`config.mk`:
```
export PLATFORM = sky130hd
export DESIGN_NAME = output_conditioner
export DESIGN_NICKNAME = d
export VERILOG_FILES = /design/src/rtl/output_conditioner_pkg.sv /design/src/rtl/synchronizer2.sv /design/src/rtl/output_conditioner.sv
export SDC_FILE = /design/constraint.sdc
export NUM_CORES = 1
export LEC_CHECK = 0
export CORE_AREA = 5 5 42 44
export DETAILED_ROUTE_END_ITERATION = 7
export DIE_AREA = 0 0 47 49
export PLACE_DENSITY = 0.55
export SLEW_MARGIN = 20
export SYNTH_ARGS = -nofsm -noshare
export SYNTH_HDL_FRONTEND = slang
export SYNTH_SLANG_ARGS = --single-unit
export TNS_END_PERCENT = 1
```
`constraint.sdc`:
```
create_clock -name clk -period 1.36 [get_ports clk]
set_input_delay 0.204 -clock clk [delete_from_list [all_inputs] [get_ports clk]]
set_output_delay 0.204 -clock clk [all_outputs]
set_load 0.01 [all_outputs]
```
`src/rtl/output_conditioner_pkg.sv`:
```
// Shared definitions for the input/output conditioners: FSM state encodings
// and the default dwell counter width and dwell length.
package output_conditioner_pkg;

  typedef enum logic [0:0] {
    STATE_IDLE  = 1'b0,
    STATE_DWELL = 1'b1
  } state_t;

  localparam int DEFAULT_COUNTERWIDTH = 3;
  localparam int DEFAULT_WAITTIME     = 3;

endpackage

```
`src/rtl/synchronizer2.sv`:
```
// Two-flop synchronizer with a parameterised reset value, shared by the
// input and output conditioners.
module synchronizer2 #(
  parameter logic resetvalue = 1'b0
) (
  input  logic clk,
  input  logic reset,
  input  logic d,
  output logic q
);

  logic synchronizer0_r;
  logic synchronizer1_r;

  // Two-stage capture of the asynchronous input
  always_ff @(posedge clk) begin
    if (reset) begin
      synchronizer0_r <= resetvalue;
      synchronizer1_r <= resetvalue;
    end else begin
      synchronizer0_r <= d;
      synchronizer1_r <= synchronizer0_r;
    end
  end

  assign q = synchronizer1_r;

endmodule

```
`src/rtl/output_conditioner.sv`:
```
// Drives a glitch-free, dwell-limited registered pin from a requested level.
// Define OUTPUTCONDITIONER_SYNC_EN to pass `desired` through a 2-flop synchronizer.
module output_conditioner
  import output_conditioner_pkg::*;
#(
  parameter int   counterwidth = DEFAULT_COUNTERWIDTH,
  parameter int   waittime     = DEFAULT_WAITTIME,
  parameter logic idlelevel    = 1'b0
) (
  input  logic clk,
  input  logic reset,
  input  logic desired,
  output logic pin,
  output logic busy,
  output logic positiveedge,
  output logic negativeedge
);

  localparam logic [counterwidth-1:0] COUNT_LAST = counterwidth'(waittime - 1);
  localparam logic [counterwidth-1:0] COUNT_ONE  = counterwidth'(1);
  localparam logic [counterwidth-1:0] COUNT_ZERO = {counterwidth{1'b0}};

  logic                    desired_s;
  state_t                  state_r;
  logic [counterwidth-1:0] counter_r;
  logic                    pin_r;
  logic                    busy_r;
  logic                    positiveedge_r;
  logic                    negativeedge_r;

`ifdef OUTPUTCONDITIONER_SYNC_EN
  synchronizer2 #(
    .resetvalue (idlelevel)
  ) u_synchronizer2 (
    .clk   (clk),
    .reset (reset),
    .d     (desired),
    .q     (desired_s)
  );
`else
  assign desired_s = desired;
`endif

  // Dwell FSM: a level change is taken in IDLE or on the expiry edge of a dwell,
  // and each taken change restarts the dwell with counter at zero.
  always_ff @(posedge clk) begin
    if (reset) begin
      state_r        <= STATE_IDLE;
      counter_r      <= COUNT_ZERO;
      pin_r          <= idlelevel;
      busy_r         <= 1'b0;
      positiveedge_r <= 1'b0;
      negativeedge_r <= 1'b0;
    end else begin
      positiveedge_r <= 1'b0;
      negativeedge_r <= 1'b0;
      case (state_r)
        STATE_IDLE: begin
          if (desired_s != pin_r) begin
            pin_r          <= desired_s;
            positiveedge_r <= desired_s;
            negativeedge_r <= ~desired_s;
            counter_r      <= COUNT_ZERO;
            state_r        <= STATE_DWELL;
            busy_r         <= 1'b1;
          end else begin
            state_r <= STATE_IDLE;
            busy_r  <= 1'b0;
          end
        end
        STATE_DWELL: begin
          if (counter_r == COUNT_LAST) begin
            if (desired_s != pin_r) begin
              pin_r          <= desired_s;
              positiveedge_r <= desired_s;
              negativeedge_r <= ~desired_s;
              counter_r      <= COUNT_ZERO;
              state_r        <= STATE_DWELL;
              busy_r         <= 1'b1;
            end else begin
              state_r <= STATE_IDLE;
              busy_r  <= 1'b0;
            end
          end else begin
            counter_r <= counter_r + COUNT_ONE;
            busy_r    <= 1'b1;
          end
        end
        default: begin
          state_r   <= STATE_IDLE;
          counter_r <= COUNT_ZERO;
          busy_r    <= 1'b0;
        end
      endcase
    end
  end

  assign pin          = pin_r;
  assign busy         = busy_r;
  assign positiveedge = positiveedge_r;
  assign negativeedge = negativeedge_r;

endmodule

```
After elaboration in Yosys (flattened, before gate mapping)
Index checks and enable logic that the tools add are counted.
Storage, ports and cells
  bits in registers: 7
  logic and storage cells: 26
Operators by class
  equal/unequal tests: 3
  add/subtract/negate cells: 1
  mux-type cells: 15
  bitwise operators: 2
Operators by type and width (count)
  $mux 1: 8
  $pmux 1 s2: 4
  $mux 3: 2
  $pmux 3 s2: 1
  $add 3x1->3 const B: 1
  $eq 3x2->1 const B: 1
  $ne 2x1->1 const B: 1
  $not 1->1: 2
  $ne 1x1->1: 1

Logic depth before layout (Yosys ltp)
  depth in word-level cells: 4
  depth in mapped cells: 5

Worst setup path before layout
Ideal clock, no wire load.
  kind: register to register
  start: register counter_r[0]
  end: register counter_r[1]
  clock period less this slack: 1.215 ns
  buffers on the path: 0
  data arrival time: 1.149 ns
  stages on the path, launching flop included: 6
  library setup time: 0.066 ns
  slack: 0.145 ns
  cells stage by stage: dfxtp_1 -> inv_1 -> ha_1 -> nor2b_1 -> or3_1 -> a21oi_2
Between the ends
  longest elaborated chain between the ends: 3
  elaborated cells between the ends (all ways): 4
  classes of those cells: 1 x add/sub; 1 x eq/ne; 2 x mux
RTL lines
  start: declaration: RTL line output_conditioner.sv:25  | logic [counterwidth-1:0] counter_r;
  start signal: assignment: RTL line output_conditioner.sv:85  | counter_r <= counter_r + COUNT_ONE;
  $add 3x1->3 / $eq 3x2->1 (equally long branches): RTL line output_conditioner.sv:85, output_conditioner.sv:72
  $mux 3 (*): RTL line output_conditioner.sv:72  | if (counter_r == COUNT_LAST) begin
  $pmux 3 s2 (*): RTL line output_conditioner.sv:57  | case (state_r)
Every way passes the cells marked *; elsewhere a longest branch is shown, timed or not.
A chain may end at the register's enable or synchronous reset.

Final worst setup path
  start: register busy_r, in the netlist busy
  end: output busy
RTL lines
  start: declaration: RTL line output_conditioner.sv:27  | logic busy_r;
  start signal: assignment: RTL line output_conditioner.sv:51  | busy_r <= 1'b0;
  start signal: assignment: RTL line output_conditioner.sv:65  | busy_r <= 1'b1;
  start signal: assignment: RTL line output_conditioner.sv:68  | busy_r <= 1'b0;
  end: declaration: RTL line output_conditioner.sv:14  | output logic busy,
No word-level cell between the ends.

==> results.json <==
{
  "status": "completed",
  "postCtsHoldBufs": 0,
  "syn-num-nets": 43,
  "hpwl_um": 467.6,
  "cts_buffers": 3,
  "post-route-period-util": 0.9685,
  "antenna_cells": 0,
  "cts_sinks": 7,
  "clk_pin_slew_ns": 0.06,
  "firstDrtPassIters": 2,
  "initial_core_util": 0.2411,
  "cap_violations": 0,
  "worstPathArrival_ns": 1.11,
  "dieHeight_um": 49,
  "grt_overflow": 0,
  "grt_max_degree": 9,
  "worstPathCellList": "clkdlybuf4s50_1",
  "hold_depth": 2,
  "boundaryPins": 7,
  "min-delay-start": "pin",
  "areaGrowthSynthToFinish_pct": 38.52,
  "cp-start-kind": "flip-flop",
  "slew_viol_final": 0,
  "fin_cells": 65,
  "grt_pass1_wl_um": 1159,
  "final_common_cell": "dfxtp_1",
  "critical-path-top-delay-family": "buffers and inverters",
  "tns_ns": 0,
  "port_buffers": 6,
  "antenna_left": 0,
  "worst_slew_pin_slew_ns": 0.2786,
  "relSlewSlack": 0.8137,
  "irDropWorstVdd_mv": 0.5936,
  "cts_tree": "built",
  "cp.depth": 1,
  "yosysSeqAreaShare": 0.4148,
  "r2r_end": "counter_r[1]",
  "leakagePower_nw": 0.1920,
  "placedCellCount": 61,
  "yosysTopAreaCellShare": 0.4148,
  "hold_violations": 0,
  "drc": 0,
  "clockBufferDepth": 2,
  "reg2reg_slack_ns": 0.10,
  "grt_usage": 0.07133,
  "post_drt_wl_per_cell_um": 9.338,
  "cts_setup_buffers": 0,
  "gp_congestion": 0.7621,
  "cts_max_level": 1,
  "antenna_found_initial": 0,
  "grt_pass1_vias": 283,
  "drive_gt1_frac": 0.1837,
  "vias": 262,
  "end_kind": "primary output",
  "synth_cells": 36,
  "synthTopCellsByArea": "dfxtp_1, ha_1, o211ai_1",
  "grt_setup_unrepaired": "false",
  "die_x_um": 47,
  "post-route-min-period_ns": 1.317,
  "yosys.area.top_type": "dfxtp_1",
  "critPathBufInv": 1,
  "powerDensity_nw_per_um2": 1117,
  "layout_common_cells": "dfxtp_1, clkdlybuf4s50_1, ha_1",
  "drtIter0Drc": 1,
  "r2r-start": "counter_r[0]",
  "yosysUniqueCellTypes": 16,
  "rows": 14,
  "clockRootBuffer": "clkbuf_4",
  "clk_latency_ns": 0.25,
  "yosys_register_bits": 7,
  "fmax_mhz": 759.2,
  "slowest_delay_ns": 0.53,
  "core_um2": 1401,
  "finalSetupViolCount": 0,
  "postRouteWirelength_um": 607,
  "syn_avg_cell_area_um2": 9.384,
  "cp_slowest_cell": "clkdlybuf4s50_1",
  "cp_max_fo": 2,
  "synth_warnings": 0,
  "nets": 57,
  "path_class": "reg -> out",
  "dieArea_um2": 2303,
  "required_ns": 1.16,
  "finClkSkew_ns": 0.004504,
  "min_to": "pin",
  "hold_class": "reg -> reg",
  "vias_per_cell": 4.031,
  "worst_r2r_path_depth": 5,
  "syn-cell-area_um2": 337.8
}
## state kept, by name (all words and copies together) (netlist names)
signal        cells
counter_r         3
positiveedge      1
pin               1
negativeedge      1
busy              1
## cells in the mapped netlist, drive strengths merged
| cell type | number |
|---|---|
| dfxtp | 7 |
| a21oi | 4 |
| ha | 4 |
| inv | 4 |
| nand2b | 3 |
| o211ai | 3 |
| nor2 | 2 |
| nor3b | 2 |
| or3 | 2 |
| a21boi | 1 |
| mux2i | 1 |
| nand2 | 1 |
| nand3 | 1 |
| nor2b | 1 |
## power breakdown
group | internal, mW | switching (mW)
sequential | 0.220 | 0.00784
combinational | 0.0539 | 0.0495
clock | 0.112 | 0.0791
## stage by stage
| step | util | power (mW) | setup WS [ns] | hold WS (ns) | instance area, um^2 |
|---|---|---|---|---|---|
| 4_1_cts | 0.3321 | 0.5315 | 0.02880 | 0.5103 | 465.4 |
| 5_1_grt | 0.3339 | 0.5628 | 0.002031 | 0.5346 | 467.9 |
| 2_1_floorplan | - | 0.2872 | 0.1454 | 0.2664 | 337.8 |
| 6_report | 0.3339 | 0.5227 | 0.04283 | 0.5077 | 467.9 |
| 3_3_place_gp | 0.3143 | 0.3397 | -0.1448 | 0.5013 | 440.4 |
| 3_5_place_dp | 0.3143 | 0.3393 | -0.1530 | 0.5029 | 440.4 |
## worst max-delay path by stage
stage	from	end	slack, ns
finish	busy	busy	0.04
detailed placement	desired	pin	-0.15
floorplan	counter_r[0]	counter_r[1]	0.15
CTS	busy	busy	0.03
global placement	desired	pin	-0.14
global route	busy	busy	0.002
## area by class of cell
type                    count  area [um^2]
clock buffers               4        26.28
fillers                   161        933.4
inverters                   4        15.01
multi-input cells          25        185.2
flip-flops and latches      7        140.1
well taps                  16        20.02
repair buffers              9        81.33
## worst register-to-register path, delay by kind of cell (launching register included)
family,cells,cell delay [ns]
buf+inv,1,0.06
fa+ha+maj,1,0.21
simple gates,2,0.49
flops,1,0.32
compound gates,1,0.11
## repair_timing
action                                  CTS  global route
cloned                                    0             0
endpoints found under the setup margin    1             1
pin swaps                                 0             0
gates resized for setup                   1             1
## layer usage
metal | global-route usage | wire length [um] | part of all wire
met1 | 0.08869 | 302 | 0.50
met4 | 0.05530 | 6 | 0.0099
met2 | 0.09729 | 274 | 0.45
met3 | 0.02214 | 23 | 0.038
met5 | 0 | 0 | 0
## cell families (layout without fill, tap and decap cells)
logic type	after synthesis	after routing	synth area share
AOI/OAI and AO/OA	8	8	0.1593
adders and majority gates	4	4	0.1482
buffers and inverters	4	17	0.04443
and+or+nand+nor	12	12	0.2037
DFF	7	7	0.4148
muxes	1	1	0.02963
No activity file was read; power rests on OpenSTA's default activity.
